==> src/rtl/animated_sprite.sv <==
// animated_sprite: per-pixel sprite window locator.
// Compares the beam position against a sprite's top-left corner and emits
// sprite-local column/row coordinates plus an in-window flag, all registered
// with one clock of latency. Coordinates wrap modulo 1024 on both axes.
// Optional feature macro: SPRITE_MIRROR_EN (adds hflip/vflip inputs that
// mirror the local coordinates inside the window).
module animated_sprite #(
   parameter int SPR_W = 16,
   parameter int SPR_H = 16
) (
   input  logic       clk,
   input  logic       reset,
   input  logic [9:0] shpos,
   input  logic [9:0] svpos,
   input  logic [9:0] xpos,
   input  logic [9:0] ypos,
`ifdef SPRITE_MIRROR_EN
   input  logic       hflip,
   input  logic       vflip,
`endif
   output logic [3:0] xout,
   output logic [3:0] yout,
   output logic       active
);

   // Window extents as 10-bit values so the comparison stays width-matched.
   localparam logic [9:0] LP_W     = 10'(SPR_W);
   localparam logic [9:0] LP_H     = 10'(SPR_H);
   // Last valid local column/row, used when mirroring.
   localparam logic [3:0] LP_W_M1  = 4'(SPR_W - 1);
   localparam logic [3:0] LP_H_M1  = 4'(SPR_H - 1);

   logic [9:0] w_dx;
   logic [9:0] w_dy;
   logic       w_inside;
   logic [3:0] w_xout_next;
   logic [3:0] w_yout_next;

   logic [3:0] r_xout;
   logic [3:0] r_yout;
   logic       r_active;

   // Wrap-around offsets: a negative difference becomes a large value and
   // naturally falls outside the window, so one unsigned compare per axis
   // handles sprites straddling the 1023->0 seam.
   assign w_dx     = shpos - xpos;
   assign w_dy     = svpos - ypos;
   assign w_inside = (w_dx < LP_W) && (w_dy < LP_H);

   // Next-cycle local coordinates; forced to 0 outside so downstream ROMs
   // address the transparent border.
   always_comb begin
      w_xout_next = 4'd0;
      w_yout_next = 4'd0;
      if (w_inside) begin
`ifdef SPRITE_MIRROR_EN
         w_xout_next = hflip ? (LP_W_M1 - w_dx[3:0]) : w_dx[3:0];
         w_yout_next = vflip ? (LP_H_M1 - w_dy[3:0]) : w_dy[3:0];
`else
         w_xout_next = w_dx[3:0];
         w_yout_next = w_dy[3:0];
`endif
      end
   end

   // Output registers: single stage of latency, cleared by synchronous reset.
   always_ff @(posedge clk) begin
      if (reset) begin
         r_xout   <= 4'd0;
         r_yout   <= 4'd0;
         r_active <= 1'b0;
      end else begin
         r_xout   <= w_xout_next;
         r_yout   <= w_yout_next;
         r_active <= w_inside;
      end
   end

   assign xout   = r_xout;
   assign yout   = r_yout;
   assign active = r_active;

`ifndef SPRITE_MIRROR_EN
   // Mirror constants exist only for the flip path.
   logic w_unused_consts;
   assign w_unused_consts = ^{LP_W_M1, LP_H_M1};
`endif

endmodule

==> config.mk <==
export PLATFORM = sky130hd
export DESIGN_NAME = animated_sprite
export DESIGN_NICKNAME = d
export VERILOG_FILES = /design/src/rtl/animated_sprite.sv
export SDC_FILE = /design/constraint.sdc
export NUM_CORES = 1
export LEC_CHECK = 0
export CORE_UTILIZATION = 30
export DETAILED_ROUTE_END_ITERATION = 8
export HOLD_SLACK_MARGIN = 0.03
export PLACE_DENSITY_LB_ADDON = 0.25
export RECOVER_POWER = 50
export SYNTH_ARGS = -nofsm -noshare
export SYNTH_HDL_FRONTEND = slang
export SYNTH_SLANG_ARGS = --single-unit
==> constraint.sdc <==
create_clock -name clk -period 2.6 [get_ports clk]
set_input_delay 0.26 -clock clk [delete_from_list [all_inputs] [get_ports clk]]
set_output_delay 0.26 -clock clk [all_outputs]
set_load 0.02 [all_outputs]
==> impl_metrics.csv <==
group,metric,value,unit
global_routing,grt_overflow,0,
placement,place.gp.congestion,0.7435,
clock_network,clkTransAtPathRegs,0.04,ns
layout,antennaDiodeCount,0,
clock_network,cts-root-buf,"clkbuf_8",
setup_path,end_kind,"flop",
setup_path,worst_path_largest_cell_delay,0.45,ns
synthesis,yosysSeqAreaShare,15.11,%
run,drv_cap,0,
setup_path,worstSetupStartpointType,"input pin",
power_and_ir_drop,total_power,0.6791,mW
placement,placed_area,0.001805,sq mm
clock_network,numCtsBuffers,3,
layout,area_delta_synth_final,73.87,%
placement,port_buffers,50,
floorplanning,start_util,31.85,%
synthesis,synthCells,145,
floorplanning,die_h,65.05,um
synthesis,ys_seq_elements,9,
synthesis,synth_cell_types,41,
layout,n_fill_cell,342,
clock_network,htree_levels,1,
layout,final_core_util,55.38,%
detailed_routing,vias_per_cell,5.171,
synthesis,synth-edff-count,0,
power_and_ir_drop,ir_worst_vdd,0.1185,mV
power_and_ir_drop,cellPowerDensity,327.6,mW/mm^2
setup_path,cp.arrival,2.63,ns
layout,final_cell_mix,"clkdlybuf4s50_1, inv_1, ha_1",
synthesis,async_reset_ff_share,0,%
sta,post-route-period-util,96.07,%
floorplanning,rows,22,
sta,hold_violations,0,
hold_path,hold-path-cell-count,3,
setup_path,critPathSlowestCell,"clkdlybuf4s50_1",
clock_network,postCtsHoldBufs,0,
synthesis,syn-cell-area,0.001192,sq mm
floorplanning,die-area,0.004231,sq mm
hold_path,hold_path.class,"in -> reg",
global_routing,grt_pass1_wl,5264,um
layout,final_common_cell,"clkdlybuf4s50_1",
hold_path,hp-start,"ypos[0]",
power_and_ir_drop,p_leak,0.8634,nW
detailed_routing,drt_iter0_markers,34,
synthesis,synth_ff_type,"dfxtp_1",
sta,layout_min_cycle_time,2.498,ns
setup_path,critPathKind,"in -> reg",
setup_path,crit_required,2.74,ns
global_routing,grt_max_degree,10,
sta,max_slew_margin,63.65,%
placement,dp.final_hpwl,2490,um
layout,design_area,0.002073,sq mm
sta,setup_viol,0,
clock_network,clk_path_buf_depth,2,
sta,max_slew.worst_pin.slew,0.5453,ns
hold_path,whs_endpoint,"yout[0]",
detailed_routing,vias,1329,
detailed_routing,route.detailed.wl_per_inst,12.64,um
clock_network,cts_tree,"done",
sta,rsz0062_at_grt,"yes",
detailed_routing,first_pass_iters,4,
detailed_routing,finalWirelength,3249,um
setup_path,path_buf_inv,2,
floorplanning,die_w,65.05,um
setup_path,worstPathMaxFanout,5,
synthesis,ys_warn_count,0,
setup_path,critPathTopFamily,"simple AND/OR/NAND/NOR gates",
synthesis,syn_nets,207,
detailed_routing,ant_nets,0,
floorplanning,io_pins,51,
synthesis,syn_avg_cell_area,8.223,sq um
sta,slew_viol_final,0,
global_routing,grt.total_usage,15.39,%
layout,nets,272,
floorplanning,core,0.003744,sq mm
sta,max_freq,400.3,MHz
setup_path,cp_cell_sequence,"clkdlybuf4s50_1, inv_1, ha_1, nor2b_1, o2111ai_2, and3_1, nor4_4, o2111ai_2, nor4_2",
detailed_routing,drc_errors,0,
clock_network,clock_sinks,9,
setup_path,cp_num_cells,9,
layout,drive_above_1_share,22.97,%
global_routing,grt_pass1_vias,1305,
global_routing,antenna_found_initial,0,
setup_path,cp_common_cell,"o2111ai_2",
status,status,"finished, final reports clean",
[tightest hold or removal path, stage by stage]
cell,delay (ns)
dlymetal6s2s_1,0.09
ha_2,0.16
nor4_1,0.04
[logic make-up after synthesis]
kind of cell             after synthesis  synth area share [%]
XOR/XNOR                               8                 5.876
AO/OA/AOI/OAI                         45                 29.17
flip-flops                             9                 15.11
AND/OR/NAND/NOR                       40                 19.83
buffers and inverters                 22                 6.926
adder cells (fa/ha/maj)               20                 22.25
multiplexers                           1                0.8395
[synthesized netlist by cell type (all sizes together) (3+ instances only)]
library cell / number / area [sq um]
nand2: 7 / 26.28
xnor2: 5 / 43.79
dfxtp: 9 / 180.2
nor4: 11 / 81.32
a21o: 4 / 30.03
o21ai: 6 / 30.02
and3: 3 / 18.77
ha: 18 / 225.2
inv: 22 / 82.58
a211oi: 4 / 35.03
xor2: 3 / 26.28
nor2: 4 / 15.01
nor3: 3 / 15.01
nor2b: 5 / 33.78
o2111ai: 4 / 65.07
a21oi: 14 / 77.58
[worst max path at each step]
| stage | from | end | slack [ns] |
|---|---|---|---|
| detailed placement | xpos[0] | xout[2] | -0.36 |
| global placement | ypos[0] | yout[2] | -0.24 |
| floorplan | shpos[0] | xout[2] | 0.35 |
| finish | ypos[1] | xout[1] | 0.10 |
| CTS | xpos[0] | yout[1] | 0.02 |
| global route | ypos[1] | xout[1] | -0.05 |
[metal layers]
layer	vias to the layer above	track usage [%]	wire length [um]
li1	673	-	-
met1	604	17.53	1401
met2	46	29.56	1630
met3	6	1.408	174
met4	0	4.891	42
met5	-	0	0
[flip-flops by register name, summed over array words and instances (netlist names)]
register / flops
active: 1
xout: 4
yout: 4
[metrics by stage]
stage | std cells | setup slack, ns | setup TNS (ns) | hold WS [ns]
floorplan | 145 | 0.3460 | 0 | 0.4456
global placement | 250 | -0.2409 | -1.476 | 0.9461
detailed placement | 250 | -0.3614 | -2.262 | 0.9404
CTS | 256 | 0.01623 | 0 | 0.7002
global route | 257 | -0.04947 | -0.1027 | 0.3899
finish | 257 | 0.1021 | 0 | 0.3724
[repair_timing]
action	4_1_cts	5_1_grt
resized for setup	8	29
endpoints found under the setup margin	6	9
setup buffers	0	1
cloned	2	0
pin swaps	9	23
[area by class of cell]
class | count | area, sq um | share of cell area, %
multi-input cells | 116 | 1135 | 54.74
well taps | 48 | 60.06 | 2.897
clock buffers | 4 | 45.04 | 2.173
flip-flops and latches | 9 | 180.2 | 8.690
inverters | 22 | 82.58 | 3.983
repair buffers | 58 | 570.5 | 27.52
[where the power goes]
group | leakage (nW) | internal, mW | switching [mW]
Clock | 0.0228 | 0.106 | 0.0509
Sequential | 0.0724 | 0.139 | 0.00000677
Combinational | 0.768 | 0.181 | 0.202
(Power assumes the default switching activity.)
